## src/rtl/cpu_types_pkg.sv

```systemverilog
// rtl/cpu_types_pkg.sv - shared CPU/memory types with icache responder additions
package cpu_types_pkg;

   localparam int WORD_W = 32;

   typedef logic [WORD_W-1:0] word_t;

   typedef enum logic [1:0] {
      FREE   = 2'd0,
      BUSY   = 2'd1,
      ACCESS = 2'd2,
      ERROR  = 2'd3
   } ramstate_t;

   typedef enum logic {
      IDLE  = 1'b0,
      FETCH = 1'b1
   } ResponderStateType;

   // grant index width for a given core count, never narrower than one bit
   function automatic int grant_width(input int cpus);
      return (cpus > 1) ? $clog2(cpus) : 1;
   endfunction

endpackage

```

## src/rtl/icache_mem_responder_rr_arbiter.sv

```systemverilog
// rtl/icache_mem_responder_rr_arbiter.sv - round-robin picker over icache read requests
module icache_mem_responder_rr_arbiter #(
   parameter int CPUS = 2,
   parameter int GW   = 1
) (
   input  logic            CLK,
   input  logic            RST,
   input  logic [CPUS-1:0] req,
   input  logic            advance,
   input  logic [GW-1:0]   served_id,
   output logic [GW-1:0]   grant,
   output logic            grant_valid
);

   logic [GW-1:0] rr_ptr;
   logic [GW:0]   sum;
   logic [GW-1:0] idx;

   // after a core is served, priority moves to the core just above it
   always_ff @(posedge CLK) begin
      if (RST) begin
         rr_ptr <= '0;
      end else if (advance) begin
         if (served_id == GW'(CPUS - 1))
            rr_ptr <= '0;
         else
            rr_ptr <= served_id + GW'(1);
      end
   end

   // first requester found searching upward from rr_ptr, wrapping at CPUS
   always_comb begin
      grant       = '0;
      grant_valid = 1'b0;
      sum         = '0;
      idx         = '0;
      for (int i = 0; i < CPUS; i++) begin
         sum = {1'b0, rr_ptr} + (GW+1)'(i);
         if (sum >= (GW+1)'(CPUS))
            sum = sum - (GW+1)'(CPUS);
         idx = sum[GW-1:0];
         if (!grant_valid && req[idx]) begin
            grant       = idx;
            grant_valid = 1'b1;
         end
      end
   end

endmodule

```

## src/rtl/icache_mem_responder.sv

```systemverilog
// rtl/icache_mem_responder.sv - icache fetch responder onto one RAM read port; optional last-word buffer via IRESP_LASTWORD_EN
module icache_mem_responder
   import cpu_types_pkg::*;
#(
   parameter  int CPUS    = 2,
   parameter  int ADDR_W  = 32,
   localparam int GRANT_W = grant_width(CPUS)
) (
   input  logic                         CLK,
   input  logic                         RST,
   input  logic [CPUS-1:0]              iREN,
   input  logic [CPUS-1:0][ADDR_W-1:0]  iaddr,
   output logic [CPUS-1:0]              iwait,
   output word_t [CPUS-1:0]             iload,
   input  logic                         dmem_busy,
   output logic                         ramREN,
   output logic [ADDR_W-1:0]            ramaddr,
   input  word_t                        ramload,
   input  ramstate_t                    ramstate,
   output logic [GRANT_W-1:0]           grant_id
);

   ResponderStateType    state, next_state;
   logic [ADDR_W-1:0]    addr_q;
   logic [GRANT_W-1:0]   arb_grant;
   logic                 arb_valid;
   logic                 lw_hit;
   logic                 start_fetch;
   logic                 fetch_done;
   logic                 advance;
   logic [GRANT_W-1:0]   served_id;

   icache_mem_responder_rr_arbiter #(
      .CPUS (CPUS),
      .GW   (GRANT_W)
   ) u_arb (
      .CLK         (CLK),
      .RST         (RST),
      .req         (iREN),
      .advance     (advance),
      .served_id   (served_id),
      .grant       (arb_grant),
      .grant_valid (arb_valid)
   );

`ifdef IRESP_LASTWORD_EN
   logic              lw_valid;
   logic [ADDR_W-1:0] lw_addr;
   word_t             lw_data;

   // remember the last RAM word; any data-side activity may have changed memory, so drop it
   always_ff @(posedge CLK) begin
      if (RST) begin
         lw_valid <= 1'b0;
         lw_addr  <= '0;
         lw_data  <= '0;
      end else if (dmem_busy) begin
         lw_valid <= 1'b0;
      end else if (fetch_done) begin
         lw_valid <= 1'b1;
         lw_addr  <= addr_q;
         lw_data  <= ramload;
      end
   end

   assign lw_hit = (state == IDLE) && !dmem_busy && arb_valid && lw_valid &&
                   (iaddr[arb_grant] == lw_addr);
`else
   assign lw_hit = 1'b0;
`endif

   assign start_fetch = (state == IDLE) && !dmem_busy && arb_valid && !lw_hit;
   assign fetch_done  = (state == FETCH) && iREN[grant_id] && (ramstate == ACCESS);
   assign advance     = fetch_done || lw_hit;
   assign served_id   = lw_hit ? arb_grant : grant_id;

   // state register
   always_ff @(posedge CLK) begin
      if (RST)
         state <= IDLE;
      else
         state <= next_state;
   end

   // capture the winning core and its address when a grant is made
   always_ff @(posedge CLK) begin
      if (RST) begin
         grant_id <= '0;
         addr_q   <= '0;
      end else if (start_fetch) begin
         grant_id <= arb_grant;
         addr_q   <= iaddr[arb_grant];
      end else if (lw_hit) begin
         grant_id <= arb_grant;
      end
   end

   // next state: grant from IDLE, leave FETCH on data or when the requester gives up
   always_comb begin
      next_state = state;
      case (state)
         IDLE: begin
            if (start_fetch)
               next_state = FETCH;
         end
         FETCH: begin
            if (!iREN[grant_id])
               next_state = IDLE;
            else if (ramstate == ACCESS)
               next_state = IDLE;
         end
         default: next_state = IDLE;
      endcase
   end

   // outputs: RAM read while in FETCH, single-cycle release only to the served core
   always_comb begin
      iwait   = '1;
      iload   = '0;
      ramREN  = 1'b0;
      ramaddr = '0;
      case (state)
         IDLE: begin
`ifdef IRESP_LASTWORD_EN
            if (lw_hit) begin
               iwait[arb_grant] = 1'b0;
               iload[arb_grant] = lw_data;
            end
`endif
         end
         FETCH: begin
            ramREN  = 1'b1;
            ramaddr = addr_q;
            if (fetch_done) begin
               iwait[grant_id] = 1'b0;
               iload[grant_id] = ramload;
            end
         end
         default: ;
      endcase
   end

endmodule

```

## config.mk

```make
export PLATFORM = sky130hd
export DESIGN_NAME = icache_mem_responder
export DESIGN_NICKNAME = d
export VERILOG_FILES = /design/src/rtl/cpu_types_pkg.sv /design/src/rtl/icache_mem_responder_rr_arbiter.sv /design/src/rtl/icache_mem_responder.sv
export SDC_FILE = /design/constraint.sdc
export NUM_CORES = 1
export LEC_CHECK = 0
export ABC_AREA = 1
export ABC_CLOCK_PERIOD_IN_PS = 2700
export CAP_MARGIN = 20
export CORE_ASPECT_RATIO = 0.75
export CORE_MARGIN = 8
export CORE_UTILIZATION = 38
export CTS_CLUSTER_DIAMETER = 120
export DETAILED_ROUTE_END_ITERATION = 12
export MAX_ROUTING_LAYER = met4
export PLACE_DENSITY = 0.92
export SKIP_CTS_REPAIR_TIMING = 1
export SYNTH_ARGS = -nofsm -noshare
export SYNTH_HDL_FRONTEND = slang
export SYNTH_SLANG_ARGS = --single-unit
export TNS_END_PERCENT = 100
```

## constraint.sdc

```tcl
create_clock -name CLK -period 2.7 [get_ports CLK]
set_input_delay 0.54 -clock CLK [delete_from_list [all_inputs] [get_ports CLK]]
set_output_delay 0.54 -clock CLK [all_outputs]
set_load 0.02 [all_outputs]
```

==> reports/qor.yml <==
cts.path.max_buffers: 2
grt_overflow: 0
critPathKind: "in -> out"
critPathMaxFanout: 21
maxSlewHeadroom: 0.652
htree_levels: 2
grt_use_total: 0.213
clkSinkCount: 35
drc: 0
setup_viol: 0
min_period_ns: 2.59
finalCritPeriodShare: 0.958
wl_per_cell_microns: 15.3
final_cell_mix: "135 x clkdlybuf4s50_1, 132 x inv_1, 100 x nand2_1"
p_clk_frac: 0.311
firstDrtPassIters: 5
crit_start: "ramstate[1]"
cts_tree: "done"
netlist_instances: 474
syn_area_sq_um: 2810
finalHoldViolations: 0
start_util: 0.387
dpl.hpwl_microns: 9330
die-area_sq_um: 10400
cp-end-kind: "primary output"
nets: 770
dieWidth_microns: 115
worstHoldPathType: "reg -> reg"
fmax_mhz: 387
drt_iter0_markers: 258
fin_cells: 770
drive_gt1_frac: 0.121
fin_area_sq_um: 5120
clock_skew_ns: 0.00681
vdd_drop_max_v: 0.000271
io_pins: 203
wirelength_microns: 11800
synthDistinctLibCells: 22
p_int_w: 0.00110
crit_path_end: "iload[60]"
p_sw_w: 0.000447
routed_via_density: 4.56
grt_first_pass_wirelength_microns: 17400
r2r_slack_ns: 0.93
synth-seq-cells: 35
dp.cells: 761
p_comb_frac: 0.311
first_global_vias: 3470
seqPwrFrac: 0.377
ys_seq_area_frac: 0.249
drv_cap: 0
num-fill-cells: 584
r2r_start: "state$_SDFF_PP0_"
postRouteAntennaNets: 0
cpMaxStageDelayCell: "clkdlybuf4s50_1"
dpl_cell_area_sq_um: 4890
final_max_slew_viol_count: 0
worst_slack_ns: 0.114
grt_max_degree: 37
arrival_ns: 2.05
syn-num-nets: 577
io_buffers: 202
via_count: 3513
clkTransAtPathRegs_ns: 0.07
crit_chain: "clkdlybuf4s50_1 -> inv_1 -> nor2_2 -> buf_4 -> nand4_4 -> buf_12 -> nor2_2 -> dlymetal6s2s_1"
yosysWarnings: 0
layout_commonest_cell: "clkdlybuf4s50_1"
startpoint_type: "input port"
cts_buffers: 5
core_area_sq_um: 7260
cts_root_buffer: "clkbuf_8"
syn_avg_cell_area_sq_um: 5.93
dp_slack_ns: -0.307
worstPathRequired_ns: 2.16
netSwitchingFraction: 0.288
utilization: 0.705
status: "finished clean"
r2r-end: "addr_q[4]$_SDFFE_PP0P_"
crit_top_cell: "nor2_2"
area_delta_synth_final_pct: 82.2
gp_congestion: 0.909
power_density_nw_per_um2: 303
max_stage_delay_ns: 0.45
clk_latency_ns: 0.28
dieHeight_microns: 90.5
rsz0062_at_grt: "no"
p_leak_nw: 3.57
rows: 27
antenna_found_initial: 1
r2r_cells: 7
worstMarginPinSlew_ns: 0.520
[worst max-delay path: cells and delay by family]
kind	cells	cell delay, ns
buffers and inverters	5	1.12
and+or+nand+nor	3	0.37
[flip-flops by register name (all words and copies together), names as in the netlist]
register,flops
state,1
u_arb.rr_ptr,1
addr_q,32
grant_id,1
[cells by family (layout without fill, tap and decap cells)]
| family | Yosys count | in the layout | share of synthesized area |
|---|---|---|---|
| other | 0 | 1 | 0 |
| AND/OR/NAND/NOR | 240 | 240 | 0.432 |
| AO/OA/AOI/OAI | 35 | 35 | 0.0663 |
| flip-flops | 35 | 35 | 0.249 |
| buffers and inverters | 164 | 358 | 0.252 |
[power by group through the flow]
stage | registers [W] | logic, W | clock network, W
2_1_floorplan | 0.000592 | 0.000252 | 0
3_3_place_gp | 0.000594 | 0.000470 | 0
3_5_place_dp | 0.000597 | 0.000483 | 0
4_1_cts | 0.000585 | 0.000484 | 0.000500
5_1_grt | 0.000591 | 0.000530 | 0.000519
6_report | 0.000585 | 0.000483 | 0.000483
[cell type report]
class                   count  area (sq um)  area share
well taps                 101           126      0.0247
multi-input cells         275          1400       0.274
repair buffers            216          2270       0.443
diodes                      1          2.50    0.000488
clock inverters             2          35.0     0.00684
flip-flops and latches     35           701       0.137
inverters                 134           505      0.0987
clock buffers               6          82.6      0.0161
[layer usage]
| metal | global-route usage | vias up | share of wire |
|---|---|---|---|
| met1 | 0.217 | 1553 | 0.39 |
| met5 | - | - | 0 |
| met4 | 0.0752 | 0 | 0.030 |
| met3 | 0.0621 | 23 | 0.093 |
| met2 | 0.378 | 184 | 0.49 |
| li1 | - | 1753 | - |
[synthesized netlist by cell type]
master | count | share of area
dfxtp_1 | 35 | 0.25
buf_1 | 1 | 0.0013
nand3_1 | 56 | 0.10
nand2_1 | 100 | 0.13
buf_8 | 1 | 0.0053
nor2_1 | 36 | 0.048
nand4_4 | 2 | 0.015
o21ai_4 | 1 | 0.0058
nor2_2 | 21 | 0.047
buf_6 | 7 | 0.028
nor2_4 | 10 | 0.040
nand2_2 | 3 | 0.0067
nand3b_1 | 1 | 0.0027
inv_2 | 1 | 0.0013
a21oi_1 | 34 | 0.061
nand3_2 | 10 | 0.036
inv_4 | 1 | 0.0022
buf_4 | 6 | 0.016
clkbuf_1 | 11 | 0.015
buf_2 | 4 | 0.0071
nand2_4 | 1 | 0.0040
inv_1 | 132 | 0.18
[metrics by stage]
stage	hold WS (ns)	total power (W)	TNS (ns)
detailed placement	0.522	0.00108	-13.42
floorplan	0.508	0.000844	0
global route	0.566	0.00164	0
CTS	0.536	0.00157	-13.92
finish	0.535	0.00155	0
global placement	0.516	0.00106	-11.48
[worst min path at each step]
stage | slack [ns] | to | depth (start not counted) | from
global route | 0.57 | addr_q[14]$_SDFFE_PP0P_ | 4 | addr_q[14]$_SDFFE_PP0P_
CTS | 0.54 | addr_q[30]$_SDFFE_PP0P_ | 4 | addr_q[30]$_SDFFE_PP0P_
finish | 0.54 | addr_q[30]$_SDFFE_PP0P_ | 4 | addr_q[30]$_SDFFE_PP0P_
detailed placement | 0.52 | addr_q[30]$_SDFFE_PP0P_ | 4 | addr_q[30]$_SDFFE_PP0P_
floorplan | 0.51 | addr_q[0]$_SDFFE_PP0P_ | 4 | addr_q[0]$_SDFFE_PP0P_
global placement | 0.52 | addr_q[22]$_SDFFE_PP0P_ | 4 | addr_q[22]$_SDFFE_PP0P_
No activity file was read; power rests on OpenSTA's default activity.
